**src/rtl/rx_pkg.sv**
```systemverilog
// Shared types, constants and clamp helpers for the receive bit timer.
// Build option RX_TIMER_PARITY_EN adds a parity bit slot to every frame.
package rx_pkg;

  typedef enum logic [1:0] {IDLE, HALF, BIT, DONE} timer_state_e;

  localparam logic [13:0] MIN_BIT_PERIOD    = 14'd4;
  localparam logic [3:0]  DEFAULT_DATA_SIZE = 4'd8;
  localparam logic [3:0]  MIN_DATA_SIZE     = 4'd5;
  localparam logic [3:0]  MAX_DATA_SIZE     = 4'd8;

  function automatic logic [13:0] clamp_period(input logic [13:0] p);
    return (p < MIN_BIT_PERIOD) ? MIN_BIT_PERIOD : p;
  endfunction

  function automatic logic [3:0] clamp_size(input logic [3:0] d);
    return ((d < MIN_DATA_SIZE) || (d > MAX_DATA_SIZE)) ? DEFAULT_DATA_SIZE : d;
  endfunction

  // Sample points per frame: data bits, optional parity, stop bit.
  function automatic logic [3:0] frame_bits(input logic [3:0] d);
`ifdef RX_TIMER_PARITY_EN
    return d + 4'd2;
`else
    return d + 4'd1;
`endif
  endfunction

endpackage

```
**src/rtl/flex_counter.sv**
```systemverilog
// Up-counter that wraps to zero after reaching rollover_val.
// rollover_flag is high while the count sits at rollover_val.
module flex_counter #(
  parameter int NUM_CNT_BITS = 4
) (
  input  logic                    clk,
  input  logic                    n_rst,
  input  logic                    clear,
  input  logic                    count_enable,
  input  logic [NUM_CNT_BITS-1:0] rollover_val,
  output logic                    rollover_flag
);

  logic [NUM_CNT_BITS-1:0] count_q, count_d;

  // NOTE: default assignment first so every path drives count_d; no latch.
  always_comb begin
    count_d = count_q;
    if (clear) begin
      count_d = '0;
    end else if (count_enable) begin
      count_d = (count_q == rollover_val) ? '0 : count_q + 1'b1;
    end
  end

  // NOTE: sequential state uses non-blocking assignments only.
  always_ff @(posedge clk or negedge n_rst) begin
    if (!n_rst) begin
      count_q <= '0;
    end else begin
      count_q <= count_d;
    end
  end

  assign rollover_flag = (count_q == rollover_val);

endmodule

```
**src/rtl/rx_timer.sv**
```systemverilog
// Receive bit timer: pulses shift_strobe at mid-bit sample points, then packet_done.
// Build option RX_TIMER_PARITY_EN (see rx_pkg) lengthens each frame by a parity bit.
module rx_timer
  import rx_pkg::*;
(
  input  logic        clk,
  input  logic        n_rst,
  input  logic        enable_timer,
  input  logic [3:0]  data_size,
  input  logic [13:0] bit_period,
  output logic        shift_strobe,
  output logic        packet_done
);

  timer_state_e state_q, state_d;
  logic [13:0]  period_q, period_d;
  logic [3:0]   size_q, size_d;
  logic         strobe_q, strobe_d;
  logic         done_q, done_d;

  logic         cnt_clear;
  logic         period_en;
  logic         period_flag;
  logic [13:0]  period_rollover;
  logic         bit_en;
  logic         bit_flag;
  logic [3:0]   bit_rollover;

  assign cnt_clear = (state_q == IDLE) || (state_q == DONE);
  assign period_en = (state_q == HALF) || (state_q == BIT);
  // HALF spans P/2 clocks so each BIT rollover lands in the middle of a bit.
  assign period_rollover = (state_q == HALF) ? (period_q >> 1) - 14'd1
                                             : period_q - 14'd1;
  assign bit_en       = (state_q == BIT) && period_flag;
  assign bit_rollover = frame_bits(size_q) - 4'd1;

  flex_counter #(.NUM_CNT_BITS(14)) u_period_cnt (
    .clk          (clk),
    .n_rst        (n_rst),
    .clear        (cnt_clear),
    .count_enable (period_en),
    .rollover_val (period_rollover),
    .rollover_flag(period_flag)
  );

  flex_counter #(.NUM_CNT_BITS(4)) u_bit_cnt (
    .clk          (clk),
    .n_rst        (n_rst),
    .clear        (cnt_clear),
    .count_enable (bit_en),
    .rollover_val (bit_rollover),
    .rollover_flag(bit_flag)
  );

  always_comb begin
    state_d  = state_q;
    period_d = period_q;
    size_d   = size_q;
    strobe_d = 1'b0;
    done_d   = 1'b0;
    case (state_q)
      IDLE: begin
        if (enable_timer) begin
          state_d  = HALF;
          period_d = clamp_period(bit_period);
          size_d   = clamp_size(data_size);
        end
      end
      HALF: begin
        if (!enable_timer)   state_d = IDLE;
        else if (period_flag) state_d = BIT;
      end
      BIT: begin
        // A strobe falling on the abort edge is still delivered.
        strobe_d = period_flag;
        if (!enable_timer)                state_d = IDLE;
        else if (period_flag && bit_flag) state_d = DONE;
      end
      DONE: begin
        // First DONE cycle follows the final strobe; flag completion then.
        done_d = strobe_q;
        if (!enable_timer) state_d = IDLE;
      end
    endcase
  end

  always_ff @(posedge clk or negedge n_rst) begin
    if (!n_rst) begin
      state_q  <= IDLE;
      period_q <= '0;
      size_q   <= '0;
      strobe_q <= 1'b0;
      done_q   <= 1'b0;
    end else begin
      state_q  <= state_d;
      period_q <= period_d;
      size_q   <= size_d;
      strobe_q <= strobe_d;
      done_q   <= done_d;
    end
  end

  assign shift_strobe = strobe_q;
  assign packet_done  = done_q;

endmodule
```
**config.mk**
```make
export PLATFORM = sky130hd
export DESIGN_NAME = rx_timer
export DESIGN_NICKNAME = d
export VERILOG_FILES = /design/src/rtl/rx_pkg.sv /design/src/rtl/flex_counter.sv /design/src/rtl/rx_timer.sv
export SDC_FILE = /design/constraint.sdc
export NUM_CORES = 1
export LEC_CHECK = 0
export CAP_MARGIN = 20
export CORE_MARGIN = 3
export CORE_UTILIZATION = 58
export CTS_CLUSTER_SIZE = 25
export DETAILED_ROUTE_END_ITERATION = 10
export MAX_ROUTING_LAYER = met4
export PLACE_DENSITY = 0.77
export SYNTH_ARGS = -nofsm -noshare
export SYNTH_HDL_FRONTEND = slang
export SYNTH_SLANG_ARGS = --single-unit
```
**constraint.sdc**
```tcl
create_clock -name clk -period 4.84 [get_ports clk]
set_input_delay 0.968 -clock clk [delete_from_list [all_inputs] [get_ports clk]]
set_output_delay 0.968 -clock clk [all_outputs]
set_load 0.01 [all_outputs]
```
==> metrics.md, run 1 <==
| Metric | Value |
|---|---|
| Compound-Gate Fraction of Synth Area | 0.1400 |
| Mux cell area share after synthesis | 0.1041 |
| Syn Area/Cell | 9.658 um^2 |
| # clock sinks | 40 |
| Layout cell share with drive strength beyond 1 | 0.1026 |
| Part of the Yosys area used for sequential elements | 0.3636 |
| Final Max Tran Viols | 0 |
| Slew @ Worst Pin | 0.9529 ns |
| R2R depth | 11 |
| Power Dens Cells | 543.2 nW/um^2 |
| Std-Cell Core Area | 4474 um^2 |
| Starting Density | 0.6152 |
| # diodes | 0 |
| Status | finished, final reports clean |
| Total CTS buffers | 5 |
| Drc violations | 0 |
| Dpl hpwl | 4.286 mm |
| Post-Syn Area | 2753 um^2 |
| NumNets Final | 330 |
| Arrival time at the worst endpoint | 4.04 ns |
| H-Tree Depth | 2 |
| Post-Route Setup TNS | 0 ns |
| Total gr overflow | 0 |
| Final Setup Violations | 0 |
| Total track usage | 0.2390 |
| WL final | 5.879 mm |
| FMAX | 259.7 MHz |
| Placed Instances | 346 |
| CTS Buffer Depth | 2 |
| Die Footprint | 5609 um^2 |
| Footprint of the multi-input gates | 1644 um^2 |
| Post-Synth Simple-Gate Area | 0.2214 |
| Final count of hold timing violations | 0 |
| Hold Path Depth | 1 |
| Slew margin rel. | 0.3647 |
| DRT iter0 DRCs | 170 |
| XOR/XNOR Fraction of Synth Area | 0.09545 |
| GP Congestion | 0.8818 |
| CP max FO | 8 |
| Crit path kind | reg2reg |
| Post-Syn Nets | 314 |
| Adder-Cell Fraction of Synth Area | 0.03636 |
| Initial antenna violation count | 0 |
| Crit path required time | 5.03 ns |
| Leading cell type in the layout, fill and taps excluded | dfrtp_1 |
| Post-DR vias/cell | 6.314 |
| Detailed-route wire length per cell | 16.61 um |
| Hold buffers post-CTS | 0 |
| Worst hold path class | reg2reg |
| Post-synth EDFFs | 0 |
| Synth cell types | 59 |
| Top_reg_cell synth | dfrtp_1 |
| Clk_skew | 0.007778 ns |
| Fillers | 344 |
| Ports | 23 |
| Max-cap violations | 0 |
| Synth Instances | 285 |
| Reg clk slew, reported paths | 0.08 ns |
| Largest family of logic cells by synthesized area | simple AND/OR/NAND/NOR gates |
| Fin cells | 354 |
| TritonCTS clock tree | done |
| Largest net degree at the start of global routing | 41 |
| Most frequent cells in the layout | dfrtp_1 (40), clkdlybuf4s50_1 (21), nor2_1 (18) |
| Placement Rows | 24 |
| Tcrit/Tclk final | 0.7956 |
| Yosys warns | 0 |
| First-pass detailed-route iteration total | 4 |
| Peak supply drop | 0.2796 mV |
| Synth Register Bits | 40 |
| Clock latency at the later pin of the worst-skew pair | 0.30 ns |
| Min Tclk post-route | 3.851 ns |
| Area growth, synth to finish | 12.09% |
| Critical path startpoint category | flop |
| Post-route ant nets | 0 |
| DR vias | 2,235 |
| I/O Buffers | 22 |
| Post-CTS resize count | 0 |
| Ys async rst share | 1.000 |
| Leak | 0.001329 uW |
| Crit. End Element | flop |
| Post-CTS Setup Inserts | 0 |
| Global-route wire length before repair | 9.956 mm |
| FF/Latch Area | 1001 um^2 |
| RSZ-0062 raised after global routing | false |
| CTS root buffer | clkbuf_8 |
| Number of global-route vias before repair | 2,075 |
| Die width | 74.89 um |
| Die Ht | 74.89 um |
-- critical path: stages (launching register included) --
cell and delay [ns]:
dfrtp_1 0.43, inv_1 0.12, ha_1 0.24, mux2i_1 0.28
ha_1 0.23, or3b_4 0.42, or3_4 0.42, o21ai_1 0.16
nand4_1 0.11, or3_1 0.51, or4_1 0.55, a32o_1 0.27
-- layer usage --
layer / part of all wire / GRT usage / vias up
met5: 0 / - / -
met4: 0.021 / 0.07905 / 0
met3: 0.055 / 0.04272 / 12
met2: 0.43 / 0.3453 / 71
met1: 0.49 / 0.3393 / 1059
li1: - / - / 1093
-- registers in the layout, indices dropped and copies added (netlist names) --
name                  flops
u_period_cnt.count_q     14
state_q                   2
size_q                    4
shift_strobe              1
period_q                 14
packet_done               1
u_bit_cnt.count_q         4
-- kinds of logic after synthesis --
kind of cell    count (synthesis)
xor+xnor                       30
mux                            27
fa+ha+maj                       8
buf+inv                        24
simple gates                  105
flops                          40
compound gates                 51
-- through the flow --
step | instance area (um^2) | total power (uW) | hold slack [ns] | utilization | setup WS [ns]
2_1_floorplan | 2753 | 1225 | 0.4671 | - | 0.8053
3_3_place_gp | 2978 | 1383 | 0.4710 | 0.6655 | 1.078
3_5_place_dp | 2978 | 1400 | 0.4705 | 0.6655 | 0.9867
4_1_cts | 3085 | 1678 | 0.4930 | 0.6896 | 0.9783
5_1_grt | 3085 | 1801 | 0.5292 | 0.6896 | 0.7479
6_report | 3085 | 1676 | 0.4913 | 0.6896 | 0.9894
-- report_power, final --
| part | switching (uW) | internal, uW | total [uW] |
|---|---|---|---|
| Sequential | 167 | 419 | 586 |
| Combinational | 420 | 396 | 816 |
| Clock | 121 | 153 | 274 |
| Total | 708 | 968 | 1680 |
-- Yosys cell counts (3+ instances only) --
| master | number | area [um^2] |
|---|---|---|
| o21ai_0 | 8 | 40.04 |
| xor2_1 | 17 | 148.9 |
| and3_1 | 8 | 50.05 |
| nor3_1 | 6 | 30.03 |
| ha_1 | 8 | 100.1 |
| nand3b_1 | 3 | 22.52 |
| a22o_1 | 4 | 35.03 |
| nand2_1 | 17 | 63.81 |
| mux2i_1 | 14 | 140.1 |
| a31oi_1 | 3 | 18.77 |
| inv_1 | 8 | 30.03 |
| mux2_2 | 13 | 146.4 |
| dfrtp_1 | 40 | 1001 |
| a21oi_1 | 6 | 30.03 |
| nand3_1 | 10 | 50.05 |
| nand4_1 | 3 | 18.77 |
| clkbuf_1 | 7 | 26.28 |
| or4_1 | 6 | 45.04 |
| nor2b_1 | 3 | 18.77 |
| a211o_1 | 4 | 35.03 |
| nor3b_1 | 4 | 30.03 |
| nor4_1 | 5 | 31.28 |
| or3_1 | 5 | 31.28 |
| nor2_1 | 18 | 67.56 |
| buf_2 | 8 | 40.04 |
| xnor2_1 | 13 | 113.9 |
-- path summary, 6_finish.rpt --
path | from | endpoint | slack, ns
setup reg to reg | state_q[1] | u_bit_cnt.count_q[3] | 0.99
hold / removal | shift_strobe | packet_done | 0.49
max in group asynchronous | n_rst | period_q[5] | 3.44
setup / recovery | state_q[1] | u_bit_cnt.count_q[3] | 0.99
hold reg to reg | shift_strobe | packet_done | 0.49
min in group asynchronous | n_rst | period_q[12] | 0.82
-- cell type report --
cell class                      instances  area share
Multi-Input combinational cell        221      0.5328
Sequential cell                        40      0.3244
Timing Repair Buffer                   25     0.07705
Clock buffer                            6     0.02352
Tap cell                               52     0.02109
Clock inverter                          2     0.01135
Inverter                                8    0.009732
(Power assumes the default switching activity.)
==> run 2: changes to the inputs <==
CORE_UTILIZATION = 53   (was 58)
PLACE_DENSITY = 0.74   (was 0.77)
clock period = 3.15 ns   (was 4.84 ns; I/O delays follow)
==> metrics.md, run 2 (synthesis results as in run 1) <==
| Metric | Value |
|---|---|
| Reg2reg end | u_bit_cnt.count_q[2] |
| Placement Rows | 25 (+4.2%) |
| Placed Instances | 386 (+12%) |
| Post-Route Setup TNS | -1.924 ns (-1.924 ns) |
| Met3 Use GR | 0.04014 (-0.002586) |
| DR vias | 2,347 (+5.0%) |
| Final instance area | 3461 um^2 (+12%) |
| Final Max Tran Viols | 0 (unchanged) |
| Area growth, synth to finish | 25.73% |
| Initial antenna violation count | 0 (unchanged) |
| Max-cap violations | 0 (unchanged) |
| WL final | 6.202 mm (+5.5%) |
| Fillers | 390 (+13%) |
| Final Setup Violations | 21 (+21) |
| FMAX | 296.4 MHz (+14%) |
| CTS Buffer Depth | 2 (unchanged) |
| Crit path required time | 3.33 ns (-1.70 ns) |
| Std-Cell Core Area | 4880 um^2 (+9.1%) |
| NumNets Final | 362 (+9.7%) |
| Status | complete, but fails checks |
| Most frequent cells in the layout | dfrtp_1 (40), buf_4 (32), clkdlybuf4s50_1 (21) |
| Clock latency at the later pin of the worst-skew pair | 0.29 ns (about the same) |
| Met2 usage | 0.3467 (+0.001485) |
| Die Footprint | 6094 um^2 (+8.7%) |
| Power Dens Cells | 873.4 nW/um^2 (+61%) |
| Largest net degree at the start of global routing | 41 (unchanged) |
| Post-DR vias/cell | 5.853 (-7.3%) |
| I/O Buffers | 22 (unchanged) |
| Detailed-route wire length per cell | 15.47 um (-6.9%) |
| Tcrit/Tclk final | 1.071 (+0.2756) |
| Number of global-route vias before repair | 2,204 (+6.2%) |
| H-Tree Depth | 2 (unchanged) |
| RSZ-0062 raised after global routing | true |
| Die width | 78.07 um (+4.2%) |
| # clock sinks | 40 (unchanged) |
| Die Ht | 78.07 um (+4.2%) |
| Final count of hold timing violations | 0 (unchanged) |
| Dpl hpwl | 4.389 mm (+2.4%) |
| Slew @ Worst Pin | 0.8813 ns (-0.07158 ns) |
| CTS root buffer | clkbuf_8 |
| Worst hold path class | in2async |
| Total gr overflow | 0 (unchanged) |
| Min Tclk post-route | 3.374 ns (-0.4765 ns) |
| Post-route ant nets | 0 (unchanged) |
| Total track usage | 0.2268 (-0.01223) |
| Arrival time at the worst endpoint | 3.56 ns (-0.48 ns) |
| Failing checks | negative setup slack |
| Reg clk slew, reported paths | 0.08 ns (about the same) |
| Slew margin rel. | 0.4125 (+0.04772) |
| First-pass detailed-route iteration total | 4 (unchanged) |
| Dpl cell area | 3199 um^2 (+7.4%) |
| Leading cell type in the layout, fill and taps excluded | dfrtp_1 |
| Crit Reg-Reg Startpoint | state_q[1] |
| Largest regs | period_q x14, u_period_cnt.count_q x14 |
| Clk_skew | 0.006347 ns (-0.001431 ns) |
| Critical Path Start | state_q[1] |
| Critical path startpoint category | flop |
| Drc violations | 0 (unchanged) |
| GP Congestion | 0.8992 (+2.0%) |
| R2R depth | 11 (unchanged) |
| Leak | 0.001504 uW (+13%) |
| Peak supply drop | 0.5504 mV (+97%) |
| DRT iter0 DRCs | 128 (-25%) |
| Crit path kind | reg2reg |
| GR peak layer | met2 |
| Crit path to | u_bit_cnt.count_q[2] |
| Final WS setup | -0.2241 ns (-1.214 ns) |
| Ports | 23 (unchanged) |
| # diodes | 0 (unchanged) |
| CP max FO | 4 (-4) |
| Layout cell share with drive strength beyond 1 | 0.2335 (+0.1309) |
| Hold buffers post-CTS | 0 (unchanged) |
| M1 GR Usage | 0.3112 (-0.02806) |
| TritonCTS clock tree | done |
| Global-route wire length before repair | 10.69 mm (+7.4%) |
| Crit. End Element | flop |
| Worst R2R Setup Slack | -0.22 ns (-1.21 ns) |
| Worst slack, placed | -0.1676 ns (-1.154 ns) |
| Total CTS buffers | 5 (unchanged) |
| Fin cells | 401 (+13%) |
| Starting Density | 0.5641 (-0.05111) |
## run 2: changes by cell type in the layout (fill, tap and decap cells not counted), moves of 3 or more
cell / previous run / this run
buf_6: 0 / 3
nor2_1: 18 / 15
buf_4: 3 / 32
nor2_2: 0 / 3
## run 2: final cells by class
class	instances	area, um^2	share of cell area
clock inverter	1	30.03	0.008677
sequential	40	1001	0.2892
clock buffer	7	96.34	0.02784
inverter	8	30.03	0.008677
multi-input combinational	221	1730	0.5000
timing repair buffer	57	489.2	0.1414
tap	67	83.83	0.02422
## run 2: metal layers
layer  vias to the layer above  part of all wire
met5                         -                 0
met4                         0             0.013
met3                        10             0.044
met2                        65              0.46
met1                      1118              0.49
li1                       1154                 -
## run 2: worst min path at each step
stage | depth (start not counted) | endpoint | slack [ns] | from
5_1_grt | 1 | u_period_cnt.count_q[7] | 0.53 | n_rst
3_3_place_gp | 1 | packet_done | 0.48 | shift_strobe
3_5_place_dp | 1 | packet_done | 0.49 | shift_strobe
6_report | 1 | u_period_cnt.count_q[8] | 0.45 | n_rst
4_1_cts | 1 | u_bit_cnt.count_q[2] | 0.49 | n_rst
2_1_floorplan | 0 | packet_done | 0.33 | n_rst
## run 2: critical path: stages (launching register included)
cell and delay, ns:
dfrtp_1 0.39, inv_2 0.08, ha_4 0.17, mux2i_4 0.24, ha_2 0.20, or3b_4 0.39
or3_4 0.37, o21ai_2 0.15, a311oi_2 0.12, or3_4 0.36, or4_1 0.52, a32o_1 0.27
## run 2: power breakdown
| part | switching (uW) | internal (uW) | total (uW) |
|---|---|---|---|
| registers | 215 | 645 | 859 |
| logic | 828 | 879 | 1710 |
| clock network | 177 | 280 | 457 |
## run 2: what timing repair did
item                                    CTS  global route
gates resized for setup                  15             4
buffers inserted                          5             1
endpoints found under the setup margin   21            21
cloned                                    1             0
pin swaps                                14             2
hold endpoints to repair                  0             0
## run 2: per-stage QoR
stage                     total power [uW]  hold WS (ns)  utilization
after global placement                2337        0.4770       0.6556
after detailed placement              2367        0.4852       0.6556
after global routing                  3251        0.5320       0.7092
after floorplan                       1939        0.3344            -
after CTS                             2965        0.4922       0.7026
final                                 3023        0.4534       0.7092
